## src/rtl/datapath_pkg.sv

```systemverilog
// Shared encodings for the multi-cycle datapath control inputs.
package datapath_pkg;

    typedef enum logic [2:0] {
        ALU_ADD = 3'b000,
        ALU_SUB = 3'b001,
        ALU_AND = 3'b010,
        ALU_OR  = 3'b011,
        ALU_SLT = 3'b100
    } alu_op_e;

    typedef enum logic [1:0] {
        SRCB_REG     = 2'b00,
        SRCB_FOUR    = 2'b01,
        SRCB_IMM     = 2'b10,
        SRCB_IMM_SH2 = 2'b11
    } alu_src_b_e;

    typedef enum logic [1:0] {
        PC_ALU    = 2'b00,
        PC_ALUOUT = 2'b01,
        PC_JUMP   = 2'b10,
        PC_REG_A  = 2'b11
    } pc_src_e;

    typedef enum logic [1:0] {
        WD_ALUOUT     = 2'b00,
        WD_MDR        = 2'b01,
        WD_PC         = 2'b10,
        WD_ALUOUT_ALT = 2'b11
    } reg_wr_dst_e;

    // Link register written by jump-and-link.
    localparam logic [4:0] RA_LINK = 5'd31;

    function automatic logic [31:0] sign_ext16(input logic [15:0] imm);
        return {{16{imm[15]}}, imm};
    endfunction

endpackage

```

## src/rtl/reg_file.sv

```systemverilog
// 32 x 32-bit register file: two asynchronous read ports, one synchronous
// write port, register 0 hardwired to zero.
module reg_file
    import datapath_pkg::*;
(
    input  logic        clk,
    input  logic        rst,
    input  logic        we,
    input  logic [4:0]  ra1,
    input  logic [4:0]  ra2,
    input  logic [4:0]  wa,
    input  logic [31:0] wd,
    output logic [31:0] rd1,
    output logic [31:0] rd2
);

    logic [31:0] regs_q [32];
    logic [31:0] regs_d [32];

    // Next register contents: writes to register 0 are dropped.
    always_comb begin
        regs_d = regs_q;
        if (we && (wa != 5'd0)) begin
            regs_d[wa] = wd;
        end
    end

    // Register storage; reset clears every entry and suppresses the write.
    always_ff @(posedge clk) begin
        if (rst) begin
            regs_q <= '{default: '0};
        end else begin
            regs_q <= regs_d;
        end
    end

    // Asynchronous reads return the pre-edge value during a same-cycle write.
    always_comb begin
        rd1 = (ra1 == 5'd0) ? '0 : regs_q[ra1];
        rd2 = (ra2 == 5'd0) ? '0 : regs_q[ra2];
    end

endmodule

```

## src/rtl/datapath.sv

```systemverilog
// Multi-cycle MIPS-style datapath: PC, IR, MDR, A/B, ALUOut registers,
// inline ALU and an instantiated register file. Memory is external.
module datapath
    import datapath_pkg::*;
(
    input  logic        clk,
    input  logic        rst,
    input  logic        PCWrite,
    input  logic        PCWriteCon,
    input  logic        IorD,
    input  logic [31:0] mem_read_data,
    input  logic        IR_write,
    input  logic        RegDst,
    input  logic [1:0]  RegWrDst,
    input  logic        reg_write,
    input  logic        ALUSrcA,
    input  logic [1:0]  ALUSrcB,
    input  logic [2:0]  alu_op,
    input  logic [1:0]  pc_src,
    output logic        zero,
    output logic [31:0] mem_adr,
    output logic [31:0] mem_write_data
);

    logic [31:0] pc_q, pc_d;
    logic [31:0] ir_q, ir_d;
    logic [31:0] a_q, a_d;
    logic [31:0] b_q, b_d;
    logic [31:0] mdr_q, mdr_d;
    logic [31:0] aluout_q, aluout_d;

    logic [31:0] imm_ext;
    logic [31:0] alu_a, alu_b, alu_res;
    logic [31:0] pc_next;
    logic        pc_en;
    logic [4:0]  rf_wa;
    logic [31:0] rf_wd;
    logic [31:0] rf_rd1, rf_rd2;
    logic [5:0]  unused_opcode;

    reg_file u_reg_file (
        .clk (clk),
        .rst (rst),
        .we  (reg_write),
        .ra1 (ir_q[25:21]),
        .ra2 (ir_q[20:16]),
        .wa  (rf_wa),
        .wd  (rf_wd),
        .rd1 (rf_rd1),
        .rd2 (rf_rd2)
    );

    // ALU operand selection and operation; zero flags a zero result.
    always_comb begin
        imm_ext       = sign_ext16(ir_q[15:0]);
        unused_opcode = ir_q[31:26];
        alu_a         = ALUSrcA ? a_q : pc_q;
        case (alu_src_b_e'(ALUSrcB))
            SRCB_REG:     alu_b = b_q;
            SRCB_FOUR:    alu_b = 32'd4;
            SRCB_IMM:     alu_b = imm_ext;
            SRCB_IMM_SH2: alu_b = {imm_ext[29:0], 2'b00};
            default:      alu_b = b_q;
        endcase
        case (alu_op_e'(alu_op))
            ALU_ADD: alu_res = alu_a + alu_b;
            ALU_SUB: alu_res = alu_a - alu_b;
            ALU_AND: alu_res = alu_a & alu_b;
            ALU_OR:  alu_res = alu_a | alu_b;
            ALU_SLT: alu_res = {31'd0, ($signed(alu_a) < $signed(alu_b))};
            default: alu_res = alu_a + alu_b;
        endcase
        zero = (alu_res == '0);
    end

    // Register-file write address and data; the PC path links to r31.
    always_comb begin
        rf_wa = RegDst ? ir_q[15:11] : ir_q[20:16];
        rf_wd = aluout_q;
        case (reg_wr_dst_e'(RegWrDst))
            WD_ALUOUT:     rf_wd = aluout_q;
            WD_MDR:        rf_wd = mdr_q;
            WD_PC: begin
                rf_wd = pc_q;
                rf_wa = RA_LINK;
            end
            WD_ALUOUT_ALT: rf_wd = aluout_q;
            default:       rf_wd = aluout_q;
        endcase
    end

    // Next-state values for the architectural and pipeline registers.
    always_comb begin
        pc_en = PCWrite | (PCWriteCon & zero);
        case (pc_src_e'(pc_src))
            PC_ALU:    pc_next = alu_res;
            PC_ALUOUT: pc_next = aluout_q;
            PC_JUMP:   pc_next = {pc_q[31:28], ir_q[25:0], 2'b00};
            PC_REG_A:  pc_next = a_q;
            default:   pc_next = alu_res;
        endcase
        pc_d     = pc_en ? pc_next : pc_q;
        ir_d     = IR_write ? mem_read_data : ir_q;
        mdr_d    = mem_read_data;
        a_d      = rf_rd1;
        b_d      = rf_rd2;
        aluout_d = alu_res;
    end

    // State registers with synchronous reset taking priority over loads.
    always_ff @(posedge clk) begin
        if (rst) begin
            pc_q     <= '0;
            ir_q     <= '0;
            a_q      <= '0;
            b_q      <= '0;
            mdr_q    <= '0;
            aluout_q <= '0;
        end else begin
            pc_q     <= pc_d;
            ir_q     <= ir_d;
            a_q      <= a_d;
            b_q      <= b_d;
            mdr_q    <= mdr_d;
            aluout_q <= aluout_d;
        end
    end

    // Memory-side outputs.
    always_comb begin
        mem_adr        = IorD ? aluout_q : pc_q;
        mem_write_data = b_q;
    end

endmodule

```

## config.mk

```make
export PLATFORM = sky130hd
export DESIGN_NAME = datapath
export DESIGN_NICKNAME = d
export VERILOG_FILES = /design/src/rtl/datapath_pkg.sv /design/src/rtl/reg_file.sv /design/src/rtl/datapath.sv
export SDC_FILE = /design/constraint.sdc
export NUM_CORES = 2
export LEC_CHECK = 0
export CAP_MARGIN = 20
export CORE_ASPECT_RATIO = 2
export CORE_MARGIN = 2
export CORE_UTILIZATION = 55
export CTS_CLUSTER_DIAMETER = 40
export DETAILED_ROUTE_END_ITERATION = 10
export PLACE_DENSITY = 0.74
export SKIP_LAST_GASP = 1
export SYNTH_ARGS = -nofsm -noshare
export SYNTH_HDL_FRONTEND = slang
export SYNTH_SLANG_ARGS = --single-unit
```

## constraint.sdc

```tcl
create_clock -name clk -period 5.8 [get_ports clk]
set_input_delay 0.58 -clock clk [delete_from_list [all_inputs] [get_ports clk]]
set_output_delay 0.58 -clock clk [all_outputs]
set_load 0.03 [all_outputs]
```

==> results list <==
* DR pass1 iterations: 9
- Result of the run: finished, final reports clean
- The synthesized design contains 1210 register bits.
- Layout Skew: 0.0173 ns
* Clock root cell: clkbuf_16
* Final critical-path required period: ~5.7 ns
* Remaining routing DRC violations: 0
- In the synthesized netlist, mux cells make up 22.0% of the area.
- Max frequency: 0.175 GHz
- Total vias in the final route: 61.7k
- Setup violations remaining at the end of the flow were counted as 0.
* Mapped cell area: around 0.065 sq mm
* WL met2: 115 mm
- Post-route total power: 18.7 mW
- Synthesis produced 7715 cells.
- Portion of total power attributed to combinational logic: 15.6%
* Sum of routed wire length over all layers: 245 mm
- Proportion of netlist area held by the largest area contributor: 37.2%
- The floorplan step set the die width to 247 um.
- Die Outline Area: 0.121 sq mm
* Internal Power: 13.4 mW
- For this design, the sink count on the clock tree is 1210.
- Largest buffer count on any clock path: 3
* Synthesized-area fraction occupied by ao, oa, aoi and oai cells: 16.9%
* Core area: 0.118 sq mm
* Dominant cells by area after synthesis: dfxtp_1 37%, mux4_2 14%, nor2_1 13%
- Wire length of the first global-routing pass: 361 mm
- Summing all multi-input logic gate instances after layout gives 0.0385 sq mm.
- Number of slew-limit violations in the final report: 0
- The initial antenna violation count came to 17.
- Fill cells in the final layout number approximately 9.7k.
- The worst hold path belongs to the class input port to register.
- Combinational family with the most area after synthesis: multiplexers
* Power per cell area: roughly 250 mW/mm^2
- Post-Syn Area per Cell: between 8 and 9 sq um
* Post-synth ARST share: 0%
* Setup_tns: 0 ns
* Routed len/inst: about 26 um
* Distinct cell type count after synthesis: 97
- Total of hold buffers inserted after clock tree synthesis: 0
- In this run the core area contains 178 standard-cell rows.
- Routed Antenna Nets: 0
- The number of global-route vias before repair is 59.2k.
* Metal-1 WL: 81.6 mm
* Power share of the clock group: 38.9%
- Critical path type: input port to output pin
- Sequential share of power: 45.6%
- Top-Level Pins: 115
* Fin. Hold Viols: 0
* Post-synth top flop: dfxtp_1
* Routability cong.: 1.05
- Using the TritonRoute via totals, the vias-per-cell ratio works out to approximately 6.6.
- The detailed router finished its first iteration with 7961 violations.
* Required arrival time at the worst endpoint: 5.22 ns
* Simple-gate area share of the yosys netlist: between 15 and 20%
- Top metal layer carrying routed signals: met5
- Data on the critical path arrives at its endpoint at 5.13 ns.
- Summing all placed instances gives a cell area of 0.0698 sq mm.
- Number of nets at the end of the flow: 7857
- Synthesized-area fraction occupied by adder cells: 1.94%
* Detail Placement HPWL: 150 mm
* Register Area: 0.0243 sq mm
- The worst setup path is launched from an input port.
- Yosys top cell by area: dfxtp_1
* Slew at the pin with the worst max-slew slack: 1.29 ns
- Area share of xor/xnor cells in the synthesized design: 0.0942%
- Final critical-path setup slack: 0.0922 ns
- For this design the total switching power over the nets is 5.33 mW.
- STA classifies the critical path endpoint as an output pin.
- Count of port buffers added during placement: 114
* Tot GR Track Use: approximately two fifths
- For this run the aggregate overflow at the end of global routing stands at 0.
* Wire length on met3: 26.1 mm
- Maximum number of pins on one net before global-route repair: 218
- Sequential fraction of the synthesis area: approximately 37%
* Finished Cell Area: about 0.074 sq mm
- Switching share of total power: 28.5%
- Worst-case vdd ir drop: 225 uV
- The post-route netlist has 18.2% of its cells at a drive strength greater than 1.
- The tool flagged a number of max-cap violations equal to 0.
- Setup Slack @ Placement: -0.476 ns
- For this run, the number of Yosys warnings is 0.
- Effective utilization at floorplan: 55.4%
- The number of clock buffers added by TritonCTS is 101.
- Synth Net Count: 7865
- Dividing the final minimum period by the clock period gives 98.4%.
- Biggest fanout along the worst timing path: 7
- In this run the tightest slew margin relative to its limit is 14.3%.
- Relative to the synthesized area, the layout overhead comes to 13.6%.
- For this design the static power due to leakage is between 20 and 30 nW.
- Number of enable flip-flop cells after synthesis: 0
- Clock latency reported for the late side of the worst-skew pair: approximately 0.74 ns
- Maximum level of the CTS H-tree: 3
- Floorplan die height: ~490 um
- Clock-pin slew was measured on the worst setup and hold paths at approximately 0.070 ns.
- CTS tree: built
cell usage in the layout (no fill, tap or decap), drive strengths merged, types with 12 or more instances in the layout:
cell	count
nor2	2253
a21oi	1284
dfxtp	1210
buf	507
mux4	401
mux2i	346
nand2	181
mux2	160
o21ai	148
clkbuf	141
inv	124
clkdlybuf4s50	104
ha	98
o22ai	97
o221ai	91
nor2b	91
nor3	73
a22oi	34
a211oi	32
a21o	30
o211ai	30
a221oi	27
and2	26
nand3	18
clkinv	17
nand2b	15
a22o	15
a31oi	14
nand4	12
or2	12
flip-flops by register name (all words and copies together) (netlist names):
| register | count |
|---|---|
| aluout_q | 32 |
| pc_q | 32 |
| mdr_q | 32 |
| mem_write_data | 32 |
| u_reg_file.regs_q | 1024 |
| a_q | 32 |
| ir_q | 26 |
through the flow:
stage	instances	utilization [%]	hold slack, ns
after floorplan	7715	-	0.455
after global placement	9110	59.4	0.466
after detailed placement	9111	59.4	0.470
after CTS	9303	62.5	0.307
after global routing	9319	62.9	0.339
final	9325	62.9	0.319
layout make-up:
class / count / share of cell area (%)
inverter: 116 / 0.589
multi-input combinational: 5664 / 52.0
clock inverter: 43 / 0.746
clock buffer: 140 / 3.93
tap: 1530 / 2.59
timing repair buffer: 614 / 7.28
antenna: 8 / 0.0271
sequential: 1210 / 32.8
path summary, 6_finish.rpt:
path / endpoint / startpoint / cells past startpoint / slack (ns)
max: zero / ALUSrcB[1] / 23 / 0.09
min: aluout_q[17] / rst / 2 / 0.32
max reg2reg: pc_q[29] / ir_q[2] / 20 / 0.58
min reg2reg: u_reg_file.regs_q[1002] / u_reg_file.regs_q[1002] / 1 / 0.48
per-layer routing:
| metal | vias up | GRT usage, % |
|---|---|---|
| met2 | 3923 | 63.1 |
| met5 | - | 0 |
| met3 | 1216 | 9.42 |
| met1 | 29509 | 44.7 |
| met4 | 16 | 32.7 |
| li1 | 27035 | - |
power by group through the flow:
| stage | combinational, mW | clock [mW] | sequential [mW] |
|---|---|---|---|
| finish | 2.91 | 7.27 | 8.52 |
| global route | 3.01 | 7.59 | 8.52 |
| CTS | 2.75 | 7.28 | 8.51 |
| detailed placement | 2.70 | 0 | 8.70 |
| global placement | 2.69 | 0 | 8.70 |
| floorplan | 1.58 | 0 | 8.62 |
critical path, cell delays in order:
cell and delay, ns:
dlygate4sd2_1 0.27, buf_12 0.16, and2_1 0.16, buf_6 0.14, nand2_1 0.06, o21ai_0 0.14
ha_1 0.38, buf_4 0.15, o211ai_1 0.13, o21ai_0 0.42, nand4_1 0.17, buf_4 0.21
a311oi_1 0.27, buf_4 0.18, mux2i_1 0.27, o2111ai_4 0.24, a21oi_1 0.18, nand4_1 0.11
buf_4 0.20, nor4_2 0.24, buf_4 0.15, and3_4 0.21, buf_12 0.12
logic make-up (layout without fill, tap and decap cells):
family / count (synthesis) / after routing
flops: 1210 / 1210
xor+xnor: 7 / 7
simple gates: 2739 / 2739
mux: 907 / 907
other cells: 0 / 8
buf+inv: 841 / 913
fa+ha+maj: 100 / 100
compound gates: 1911 / 1911
synthesized netlist by cell type, drive strengths merged (7+ instances only):
cell type	number
a211o	11
a311oi	8
a22oi	34
nor2	2253
o2111ai	7
o21a	8
o211ai	30
nand2	181
mux4	401
or3	10
nor4b	7
inv	116
mux2	160
nand4	12
a211oi	32
o31ai	9
or2	12
nor4	10
nor3	73
nor2b	91
nand3	18
buf	110
a21oi	1284
dfxtp	1210
clkbuf	615
a221oi	27
nand2b	15
ha	98
a22o	15
o221ai	91
a31oi	14
nand3b	7
a21o	30
mux2i	346
o21ai	148
o211a	8
o22ai	97
o311ai	7
and2	26
what timing repair did:
action                                  4_1_cts  5_1_grt
gates resized for setup                      51       56
endpoints found under the setup margin        1        1
pin swaps                                    20       26
hold endpoints to repair                      0        0
setup buffers                                 9       10
Power figures use the tool's default switching activity.
